==> src/rtl/clk_divider_multi.sv <==
// clk_divider_multi: multi-channel programmable clock divider / blink generator
//
// Each of NCH channels counts 0..P-1 on i_clk. It emits a square wave that is
// high while the count is below H, plus a one-cycle tick on the last count of
// each period. New P/H values are written through a shared config port into
// per-channel shadow registers. They become active at the next period
// boundary, or at once while the channel is disabled, so the output never
// glitches mid-period.
//
// Optional feature macro: CLKDIV_SYNC_EN adds the i_sync global restart port.
//
// Ports:
//   i_clk         sole clock, rising edge
//   i_rst_n       asynchronous active-low reset
//   i_en          per-channel run enable
//   i_cfg_we      config write strobe, one cycle per write
//   i_cfg_ch      target channel of the write (>= NCH is ignored)
//   i_cfg_period  new period P in clk cycles (values below 2 are stored as 2)
//   i_cfg_high    new high-time H in clk cycles
//   i_sync        global phase restart (CLKDIV_SYNC_EN only)
//   o_wave        per-channel divided square wave, registered
//   o_tick        per-channel end-of-period pulse, registered
//   o_pend        per-channel shadow config waiting to be applied
`timescale 1ns/1ps
module clk_divider_multi #(
   parameter int NCH        = 4,
   parameter int CNT_W      = 32,
   parameter int DEF_PERIOD = 100000000,
   parameter int DEF_HIGH   = 50000000
) (
   input  logic             i_clk,
   input  logic             i_rst_n,
   input  logic [NCH-1:0]   i_en,
   input  logic             i_cfg_we,
   input  logic [3:0]       i_cfg_ch,
   input  logic [CNT_W-1:0] i_cfg_period,
   input  logic [CNT_W-1:0] i_cfg_high,
`ifdef CLKDIV_SYNC_EN
   input  logic             i_sync,
`endif
   output logic [NCH-1:0]   o_wave,
   output logic [NCH-1:0]   o_tick,
   output logic [NCH-1:0]   o_pend
);
   localparam logic [CNT_W-1:0] ONE   = CNT_W'(1);
   localparam logic [CNT_W-1:0] TWO   = CNT_W'(2);
   localparam logic [CNT_W-1:0] DEF_P = CNT_W'(DEF_PERIOD);
   localparam logic [CNT_W-1:0] DEF_H = CNT_W'(DEF_HIGH);

   logic [CNT_W-1:0] r_cnt [NCH];
   logic [CNT_W-1:0] r_p   [NCH];
   logic [CNT_W-1:0] r_h   [NCH];
   logic [CNT_W-1:0] r_sp  [NCH];
   logic [CNT_W-1:0] r_sh  [NCH];
   logic [NCH-1:0]   r_wave, r_tick, r_pend;

   logic [CNT_W-1:0] w_sp  [NCH];
   logic [CNT_W-1:0] w_sh  [NCH];
   logic [CNT_W-1:0] w_cp;
   logic [NCH-1:0]   w_wr, w_wrap, w_apply;
   logic             w_sync;

`ifdef CLKDIV_SYNC_EN
   assign w_sync = i_sync;
`else
   assign w_sync = 1'b0;
`endif

   // Periods below 2 would never let the counter leave its wrap value.
   assign w_cp = (i_cfg_period < TWO) ? TWO : i_cfg_period;

   // w_sp/w_sh are the shadow values as they stand after this edge's write,
   // so a write landing on an apply edge is taken immediately.
   always_comb begin
      for (int i = 0; i < NCH; i++) begin
         w_wr[i]    = i_cfg_we && (i_cfg_ch == 4'(i));
         w_sp[i]    = w_wr[i] ? w_cp : r_sp[i];
         w_sh[i]    = w_wr[i] ? i_cfg_high : r_sh[i];
         w_wrap[i]  = i_en[i] && (r_cnt[i] == r_p[i] - ONE);
         w_apply[i] = !i_en[i] || w_wrap[i] || w_sync;
      end
   end

   always_ff @(posedge i_clk or negedge i_rst_n) begin
      if (!i_rst_n) begin
         for (int i = 0; i < NCH; i++) begin
            r_cnt[i] <= '0;
            r_p[i]   <= DEF_P;
            r_h[i]   <= DEF_H;
            r_sp[i]  <= DEF_P;
            r_sh[i]  <= DEF_H;
         end
         r_wave <= '0;
         r_tick <= '0;
         r_pend <= '0;
      end else begin
         for (int i = 0; i < NCH; i++) begin
            r_sp[i] <= w_sp[i];
            r_sh[i] <= w_sh[i];
            if (w_apply[i]) begin
               r_p[i]    <= w_sp[i];
               r_h[i]    <= w_sh[i];
               r_pend[i] <= 1'b0;
            end else if (w_wr[i]) begin
               r_pend[i] <= 1'b1;
            end
            if (!i_en[i]) begin
               r_cnt[i]  <= '0;
               r_wave[i] <= 1'b0;
               r_tick[i] <= 1'b0;
            end else if (w_sync) begin
               // Restart phase; wave reflects the high-time now taking effect.
               r_cnt[i]  <= '0;
               r_wave[i] <= (w_sh[i] != '0);
               r_tick[i] <= 1'b0;
            end else begin
               r_cnt[i]  <= w_wrap[i] ? '0 : r_cnt[i] + ONE;
               r_wave[i] <= (r_cnt[i] < r_h[i]);
               r_tick[i] <= w_wrap[i];
            end
         end
      end
   end

   assign o_wave = r_wave;
   assign o_tick = r_tick;
   assign o_pend = r_pend;
endmodule

==> config.mk <==
export PLATFORM = sky130hd
export DESIGN_NAME = clk_divider_multi
export DESIGN_NICKNAME = d
export VERILOG_FILES = /design/src/rtl/clk_divider_multi.sv
export SDC_FILE = /design/constraint.sdc
export NUM_CORES = 1
export LEC_CHECK = 0
export CORE_AREA = 2 2 277 279
export DETAILED_ROUTE_END_ITERATION = 12
export DIE_AREA = 0 0 279 281
export HOLD_SLACK_MARGIN = 0.02
export PLACE_DENSITY_LB_ADDON = 0.1
export SLEW_MARGIN = 5
export SYNTH_ARGS = -nofsm -noshare
export SYNTH_HDL_FRONTEND = slang
export SYNTH_SLANG_ARGS = --single-unit
export TNS_END_PERCENT = 100
==> constraint.sdc <==
create_clock -name i_clk -period 11 [get_ports i_clk]
set_input_delay 2.75 -clock i_clk [delete_from_list [all_inputs] [get_ports i_clk]]
set_output_delay 2.75 -clock i_clk [all_outputs]
set_load 0.02 [all_outputs]
==> run_results.csv, run 1 <==
group,metric,value,unit
yosys,yosys_warnings,0,
sta,setup_viol_count_final,0,
grt,grt_max_degree,92,
cts,clk_latency,610,ps
floorplanning,fp-row-count,101,
yosys,synth_area_leaders,"dfrtp_1 (34%), dfstp_2 (15%), mux2_2 (14%), ha_1 (4.9%), xnor2_1 (3.6%)",
placed_design,dpl.hpwl,65.2,mm
worst_setup_path,crit_required,11500,ps
power_and_ir_drop,p_clk_frac,0.340,
cts,ctsResizeCount,0,
sta,rsz0062_at_grt,"false",
placed_design,io_buffers,86,
yosys,async_flop_share,1.00,
sta,fin_ws,5720,ps
power_and_ir_drop,p_per_area,197,nW/um^2
yosys,synth_top_area_share,0.341,
worst_setup_path,cp-start-kind,"register",
grt,grt.total_usage,0.240,
power_and_ir_drop,power.switching,2200,uW
worst_setup_path,r2r_start,"r_p[34]",
sta,min_period,5280,ps
drt,wire_per_inst,23.1,um
yosys,synth.largest_area_cell,"dfrtp_1",
yosys,syn-mean-instance-area,11.7,um^2
grt,gr-total-overflow,0,
sta,maxSlewHeadroom,0.310,
floorplanning,die_w,279,um
cts,clock_path_buffers,3,
cts,tritoncts,"yes",
placed_design,dp_slack,5560,ps
final_layout,n_fill_cell,6667,
final_layout,seq_area,16600,um^2
status,run_status,"completed",
cts,cts.sinks,652,
cts,cts_buffers,76,
sta,finalHoldViolations,0,
final_layout,drive_gt1_frac,0.284,
floorplanning,pin_count,87,
worst_setup_path,path_class,"reg -> reg",
yosys,synth-seq-area-share,0.490,
run,max_cap_violations,0,
cts,cts_hold_buf,0,
sta,finalCritPeriodShare,0.480,
yosys,ys_ff_latch,652,
power_and_ir_drop,ir_drop,0.0963,mV
cts,cts-root-buf,"clkbuf_16",
worst_setup_path,setup.worst_path.end_class,"register",
yosys,synth_cell_types,79,
power_and_ir_drop,p_int,5320,uW
cts,cts.htree.levels,3,
min_path,hold_class,"reg -> reg",
drt,dr.pass1.iters,5,
drt,ant_nets,0,
final_layout,syn2layout_area_growth,13.0,%
yosys,syn_area,33800,um^2
power_and_ir_drop,swShare,0.293,
sta,tns,0,ps
min_path,min_to,"r_sh[36]",
power_and_ir_drop,pwr-share-comb,0.206,
drt,via_per_inst,5.60,
drt,drtIter0Drc,1606,
floorplanning,die_area,78400,um^2
worst_setup_path,critPathArrivalTime,5780,ps
min_path,hold_start,"r_sh[36]",
placed_design,place.gp.congestion,0.891,
grt,grt_pass1_wl,142,mm
drt,drc,0,
sta,drv_slew,0,
sta,clock.fmax,0.189,GHz
floorplanning,die_h,281,um
worst_setup_path,reg2regPathDepth,8,
power_and_ir_drop,seq_power_share,0.454,
cts,cts_setup_buffers,0,
worst_setup_path,r2r-end,"r_h[56]",
final_layout,nets,3184,
worst_setup_path,path_max_fanout,54,
final_layout,multiInputGateArea,16100,um^2
yosys,syn-instance-count,2896,
sta,tightestPinTransition,1040,ps
grt,antenna_found_initial,10,
grt,grt_pass1_vias,22700,
floorplanning,core-area,75400,um^2
sta,skew,13.1,ps
min_path,hold_depth,1,
worst_setup_path,rrSetupSlack,5720,ps
cts,clk_pin_slew,60,ps
yosys,ys_dominant_reg_cell,"dfrtp_1",
power_and_ir_drop,leakagePower,0.0168,uW
drt,vias,22500,
drt,wirelength,92.7,mm
floorplanning,start_util,0.448,
yosys,synth_edf_count,0,
yosys,synth_fp_nets,3103,
[logic make-up (layout without fill, tap and decap cells)]
| kind of cell | count (synthesis) | in the layout | share of synthesized area |
|---|---|---|---|
| compound gates | 248 | 248 | 0.0510 |
| fa+ha+maj | 132 | 132 | 0.0489 |
| simple gates | 798 | 798 | 0.126 |
| flops | 652 | 652 | 0.490 |
| buf+inv | 276 | 421 | 0.0341 |
| mux | 521 | 521 | 0.180 |
| other cells | 0 | 2 | 0 |
| xor+xnor | 269 | 269 | 0.0698 |
[layout make-up]
class	instances	area share
Timing Repair Buffer	116	0.0286
Inverter	163	0.0160
Sequential cell	652	0.434
Multi-Input combinational cell	1968	0.423
Clock inverter	33	0.00889
Tap cell	978	0.0321
Antenna cell	2	0.000131
Clock buffer	109	0.0579
[metrics by stage]
step | cells | instance area, um^2 | total power [uW] | hold slack (ps) | util
after global placement | 3877 | 35600 | 4940 | 470 | 0.472
after CTS | 4019 | 38200 | 7610 | 494 | 0.506
after floorplan | 2896 | 33800 | 4450 | 449 | -
final | 4021 | 38200 | 7520 | 490 | 0.506
after global routing | 4019 | 38200 | 7940 | 499 | 0.506
after detailed placement | 3877 | 35600 | 5000 | 479 | 0.472
[routing by layer]
layer,global-route usage,wire length (um)
met5,0,22
met4,0.0670,2410
met3,0.0494,4960
met2,0.376,41700
met1,0.338,43700
[layout by cell type (no fill, tap or decap), types with 14 or more instances in the layout]
cell	netlist	final
dfrtp_1	460	460
mux2_2	428	428
nor2_1	216	215
dfstp_2	192	192
inv_1	163	163
xnor2_1	140	140
ha_1	132	132
xor2_1	129	129
nand2_1	92	91
clkdlybuf4s50_1	0	85
nand3_1	79	78
clkbuf_16	0	78
nor3_1	71	70
nand4_1	64	64
mux2_4	62	62
nor4_1	58	58
a21o_1	54	53
a21oi_1	52	52
and2_1	40	40
o21ai_0	39	39
and3_1	31	31
buf_4	0	30
or4_1	23	23
nor2b_1	22	22
mux2_1	20	20
clkbuf_1	63	17
nand2b_1	16	16
clkinv_2	0	16
clkbuf_8	0	14
[worst max-delay path by stage]
| stage | from | end | depth (start not counted) |
|---|---|---|---|
| 6_report | r_p[34] | r_h[56] | 8 |
| 5_1_grt | r_p[34] | r_h[48] | 8 |
| 4_1_cts | r_p[34] | r_h[50] | 8 |
| 3_5_place_dp | i_cfg_ch[3] | r_p[51] | 8 |
| 3_3_place_gp | i_cfg_ch[3] | r_p[49] | 8 |
| 2_1_floorplan | i_cfg_ch[3] | r_h[96] | 7 |
[synth_stat cells, types with 9 or more instances]
| cell type | number |
|---|---|
| mux2_1 | 20 |
| a211oi_1 | 9 |
| nor2b_1 | 22 |
| dfrtp_1 | 460 |
| xnor2_1 | 140 |
| clkbuf_1 | 63 |
| and2_1 | 40 |
| nand3b_1 | 13 |
| buf_6 | 10 |
| xor2_1 | 129 |
| or3_1 | 11 |
| o21ai_0 | 39 |
| nand2_1 | 92 |
| mux2i_1 | 11 |
| a21o_1 | 54 |
| and3_1 | 31 |
| inv_1 | 163 |
| nor3_1 | 71 |
| nand2b_1 | 16 |
| o31ai_1 | 11 |
| nand3_1 | 79 |
| and4_1 | 12 |
| nor4_1 | 58 |
| nand4_1 | 64 |
| dfstp_2 | 192 |
| nor2_1 | 216 |
| mux2_2 | 428 |
| buf_2 | 32 |
| or4_1 | 23 |
| ha_1 | 132 |
| mux2_4 | 62 |
| a21oi_1 | 52 |
[state kept, by name, summed over array words and instances, names as in the netlist]
signal and cells:
r_cnt 128, r_h 128, r_p 128, r_sh 128, r_sp 128, o_pend 4, o_tick 4, o_wave 4
[power by group through the flow]
| stage | Combinational (uW) | Clock, uW | Sequential (uW) |
|---|---|---|---|
| 6_report | 1550 | 2560 | 3410 |
| 4_1_cts | 1560 | 2630 | 3420 |
| 3_3_place_gp | 1500 | 0 | 3430 |
| 5_1_grt | 1720 | 2730 | 3480 |
| 2_1_floorplan | 1190 | 0 | 3260 |
| 3_5_place_dp | 1550 | 0 | 3450 |
[worst max-delay path: stages (launching register included)]
cell and delay [ps]:
dfrtp_1 490, nor4_1 530, nand4_1 610, or4b_1 760, or3_1 370, a221oi_1 580, a21o_4 600, buf_4 740
mux2_2 410
Power figures use the tool's default switching activity.
==> run 2, diff against run 1 <==
Clock period 11 ns to 4.6 ns, I/O delays scaled along.
==> run 2 against run 1 <==
Clock skew is 6.0 ps higher. Flip-flop and latch count is the same. Via count fell by 0.11%. Non-clock buffer count grew 38. Final area grew 1.7%. Total power grew 140%. Highest routed layer is now met4.
==> run_results.csv, run 2 (synthesis results as in run 1) <==
group,metric,value,unit
worst_setup_path,crit_required,5090,ps
sta,fin_ws,372,ps
placed_design,io_buffers,86,
final_layout,layout_commonest_cell,"dfrtp_1",
min_path,hold_class,"reg -> reg",
placed_design,dpl.hpwl,65.8,mm
worst_setup_path,slowest_stage,"or4b_2",
sta,drv_slew,0,
worst_setup_path,cp-start-kind,"register",
drt,wirelength,90.4,mm
grt,gr-total-overflow,0,
power_and_ir_drop,ir_drop,0.259,mV
min_path,hold_start,"r_sh[3]",
worst_setup_path,crit_start,"r_p[0]",
worst_setup_path,max_stage_delay,710,ps
cts,cts_setup_buffers,0,
final_layout,multiInputGateArea,16100,um^2
final_layout,seq_area,16600,um^2
grt,grt_pass1_wl,141,mm
power_and_ir_drop,leakagePower,0.0171,uW
placed_design,dp_slack,452,ps
grt,grt.total_usage,0.235,
cts,tritoncts,"yes",
final_layout,syn2layout_area_growth,14.9,%
floorplanning,start_util,0.448,
drt,vias,22500,
run,max_cap_violations,0,
worst_setup_path,path_cells,"inv_1, ha_1, or4b_2, nor3_1, xnor2_1, a2111oi_0, and4_1, nand4_1, o31ai_4, buf_12, mux2_2",
worst_setup_path,r2r_start,"r_p[0]",
sta,finalCritPeriodShare,0.919,
floorplanning,die_h,281,um
sta,rsz0062_at_grt,"false",
cts,ctsResizeCount,0,
grt,grt_max_degree,95,
sta,tns,0,ps
sta,tightestPinTransition,1170,ps
grt,grt_pass1_vias,22700,
drt,via_per_inst,5.54,
cts,cts_hold_buf,0,
power_and_ir_drop,p_per_area,470,nW/um^2
sta,finalHoldViolations,0,
final_layout,nets,3222,
cts,cts-root-buf,"clkbuf_16",
cts,cts.htree.levels,3,
sta,setup_viol_count_final,0,
drt,dr.pass1.iters,5,
drt,drc,0,
cts,clk_latency,620,ps
placed_design,place.gp.congestion,0.871,
worst_setup_path,setup.worst_path.end_class,"register",
floorplanning,pin_count,87,
drt,wire_per_inst,22.3,um
status,run_status,"completed",
floorplanning,core-area,75400,um^2
cts,clock_path_buffers,3,
final_layout,n_fill_cell,6641,
sta,clock.fmax,0.237,GHz
final_layout,drive_gt1_frac,0.291,
floorplanning,fp-row-count,101,
sta,min_period,4230,ps
cts,clk_pin_slew,60,ps
final_layout,final_cell_mix,"dfrtp_1 (460), mux2_2 (428), nor2_1 (215), dfstp_2 (192), inv_1 (163)",
sta,maxSlewHeadroom,0.213,
floorplanning,die_w,279,um
worst_setup_path,path_class,"reg -> reg",
grt,antenna_found_initial,3,
cts,cts_buffers,76,
floorplanning,die_area,78400,um^2
drt,ant_nets,0,
worst_setup_path,path_max_fanout,46,
cts,cts.sinks,652,
sta,holdWs,491,ps
sta,skew,19.1,ps
drt,drtIter0Drc,1664,
worst_setup_path,critPathArrivalTime,4720,ps
run 2: cell count changes in the layout (fill, tap and decap cells not counted), moves of 4 or more:
cell	before	now
buf_12	0	20
buf_4	30	48
bufinv_16	5	9
clkbuf_1	17	21
clkinv_2	16	9
inv_6	6	1
run 2: metrics by stage:
| step | std cells | area, um^2 | power, uW | utilization |
|---|---|---|---|---|
| after floorplan | 2896 | 33800 | 10600 | - |
| after global placement | 3915 | 36100 | 11800 | 0.479 |
| after detailed placement | 3915 | 36100 | 12000 | 0.479 |
| after CTS | 4055 | 38800 | 18400 | 0.514 |
| after global routing | 4055 | 38800 | 19200 | 0.514 |
| final | 4059 | 38800 | 18200 | 0.514 |
run 2: routing by layer:
metal,global-route usage,share of wire,vias up
met5,0,0,-
met4,0.0706,0.026,0
met3,0.0402,0.050,122
met2,0.361,0.44,521
met1,0.340,0.48,11300
li1,-,-,10500
run 2: area by class of cell:
cell class,instances,area share
sequential,652,0.427
multi-input combinational,1968,0.416
clock buffer,115,0.0580
timing repair buffer,154,0.0419
tap,978,0.0315
inverter,163,0.0158
clock inverter,25,0.0102
antenna,4,0.000258
run 2: critical path: cells and delay by family, from the launching register on:
| kind | cells | cell delay [ps] |
|---|---|---|
| compound gates | 2 | 1050 |
| xor+xnor | 1 | 90 |
| fa+ha+maj | 1 | 240 |
| buf+inv | 2 | 400 |
| flops | 1 | 490 |
| mux | 1 | 370 |
| simple gates | 4 | 1450 |
run 2: power by group:
| part | total (uW) | internal (uW) | switching [uW] |
|---|---|---|---|
| combinational | 3780 | 1910 | 1870 |
| sequential | 8090 | 7210 | 882 |
| clock | 6350 | 3890 | 2460 |
run 2: path summary, 6_finish.rpt:
check                      endpoint  depth (start not counted)  slack, ps
max                          r_p[4]                         11        370
min                         r_sh[3]                          1        490
max reg2reg                  r_p[4]                         11        370
min reg2reg                 r_sh[3]                          1        490
max in group asynchronous  r_sh[51]                          2       3030
min in group asynchronous  r_sh[11]                          1        630
==> run 3, diff against run 2 <==
Settings changed: CORE_AREA 2 2 277 279 to 8 8 283 285, DIE_AREA 0 0 279 281 to 0 0 291 293.
==> run 3 against run 2 <==
Via count is 1.1% higher. Maximum frequency fell by 0.78%. Sequential power about the same. Total power increased by 0.36%. First-iteration DRC count down 6.4%. Final area hardly changed. Critical path type unchanged.
==> run_results.csv, run 3 (synthesis results as in run 1) <==
group,metric,value,unit
drt,wire_per_inst,22.8,um
placed_design,dpl.hpwl,67.3,mm
worst_setup_path,max_stage_delay,690,ps
worst_setup_path,critPathArrivalTime,4750,ps
grt,grt_pass1_wl,144,mm
sta,setup_viol_count_final,0,
cts,clk_latency,610,ps
floorplanning,pin_count,87,
floorplanning,core-area,75400,um^2
final_layout,layout_commonest_cell,"dfrtp_1",
worst_setup_path,setup.worst_path.end_class,"register",
worst_setup_path,path_max_fanout,33,
grt,antenna_found_initial,1,
drt,drc,0,
sta,holdWs,491,ps
final_layout,final_area,38800,um^2
placed_design,post_dp_cell_area,36200,um^2
cts,cts_hold_buf,0,
cts,cts_buffers,75,
grt,grt.total_usage,0.217,
placed_design,place.gp.congestion,0.894,
cts,cts-root-buf,"clkbuf_16",
sta,clock.fmax,0.235,GHz
drt,vias,22700,
status,run_status,"completed",
sta,finalHoldViolations,0,
power_and_ir_drop,p_per_area,471,nW/um^2
worst_setup_path,path_delay_family,"simple AND/OR/NAND/NOR gates",
final_layout,final_cell_mix,"dfrtp_1 (460), mux2_2 (428), nor2_1 (215), dfstp_2 (192), inv_1 (163)",
sta,min_period,4260,ps
sta,tightestPinTransition,908,ps
grt,gr-total-overflow,0,
run,max_cap_violations,0,
worst_setup_path,crit_required,5090,ps
placed_design,place_inst,3925,
drt,via_per_inst,5.60,
final_layout,final_util,0.515,
floorplanning,die_w,291,um
cts,cts.htree.levels,3,
final_layout,nets,3231,
final_layout,final_cells,4063,
floorplanning,start_util,0.448,
placed_design,io_buffers,86,
drt,wirelength,92.7,mm
drt,dr.pass1.iters,7,
power_and_ir_drop,leakagePower,0.0171,uW
worst_setup_path,path_cells,"inv_1, ha_1, or4b_2, nor3_1, xnor2_1, a2111oi_0, and4_1, nand4_1, o31ai_4, buf_4, mux2_2",
cts,cts.sinks,652,
floorplanning,fp-row-count,101,
cts,tritoncts,"yes",
floorplanning,die_area,85300,um^2
worst_setup_path,path_class,"reg -> reg",
grt,grt_max_degree,97,
cts,clock_path_buffers,3,
sta,finalCritPeriodShare,0.926,
cts,ctsResizeCount,0,
drt,drtIter0Drc,1558,
grt,grt_pass1_vias,23400,
cts,clk_pin_slew,60,ps
worst_setup_path,worst-path-buf-inv,2,
sta,maxSlewHeadroom,0.386,
sta,tns,0,ps
final_layout,syn2layout_area_growth,15.0,%
power_and_ir_drop,ir_drop,0.263,mV
worst_setup_path,cp-start-kind,"register",
cts,cts_setup_buffers,0,
sta,rsz0062_at_grt,"false",
floorplanning,die_h,293,um
sta,skew,16.1,ps
final_layout,drive_gt1_frac,0.296,
min_path,hold_class,"reg -> reg",
worst_setup_path,slowest_stage,"or4b_2",
drt,ant_nets,0,
sta,drv_slew,0,
run 3: cell count changes in the layout (fill, tap and decap cells not counted):
cell / change
clkinvlp_4: +4
clkinv_2: +3
clkinv_8: -3
clkbuf_8: -3
buf_4: +15
clkbuf_16: +3
diode_2: -3
clkbuf_1: -10
clkinv_4: +2
buf_12: -5
inv_6: +1
run 3: stage by stage:
step | setup WS, ps | power, uW
6_report | 339 | 18300
5_1_grt | 34.6 | 19200
4_1_cts | 328 | 18500
3_5_place_dp | 396 | 12000
3_3_place_gp | 507 | 11800
2_1_floorplan | 984 | 10600
run 3: metal layers:
layer / GRT usage / wire, um / share of wire / up-vias
met2: 0.338 / 41200 / 0.44 / 492
met1: 0.311 / 45100 / 0.49 / 11600
li1: - / - / - / 10500
met4: 0.0491 / 1980 / 0.021 / 0
met5: 0 / 0 / 0 / -
met3: 0.0427 / 4470 / 0.048 / 115
run 3: final timing paths:
check | from | to | slack [ps] | cells after the start
max in group asynchronous | i_rst_n | r_p[50] | 2820 | 2
worst min-delay path | r_sp[63] | r_sp[63] | 490 | 1
worst max register to register | r_p[0] | r_h[29] | 340 | 11
worst max-delay path | r_p[0] | r_h[29] | 340 | 11
worst min register to register | r_sp[63] | r_sp[63] | 490 | 1
min in group asynchronous | i_rst_n | r_sh[11] | 620 | 1
run 3: final cells by class:
type / count / area, um^2
fill: 6564 / 36600
sequential: 652 / 16600
multi-input combinational: 1968 / 16100
clock buffer: 105 / 2250
timing repair buffer: 164 / 1640
tap: 978 / 1220
inverter: 163 / 612
clock inverter: 32 / 419
antenna: 1 / 2.50
run 3: worst reg2reg max path, cell delays in order (launching register included):
cell	delay (ps)
dfrtp_1	450
inv_1	90
ha_1	210
or4b_2	690
nor3_1	210
xnor2_1	80
a2111oi_0	680
and4_1	320
nand4_1	190
o31ai_4	360
buf_4	450
mux2_2	420
run 3: where the power goes:
part	internal (uW)	switching [uW]	total, uW
sequential	7210	889	8100
combinational	1910	1910	3820
clock	3930	2450	6370
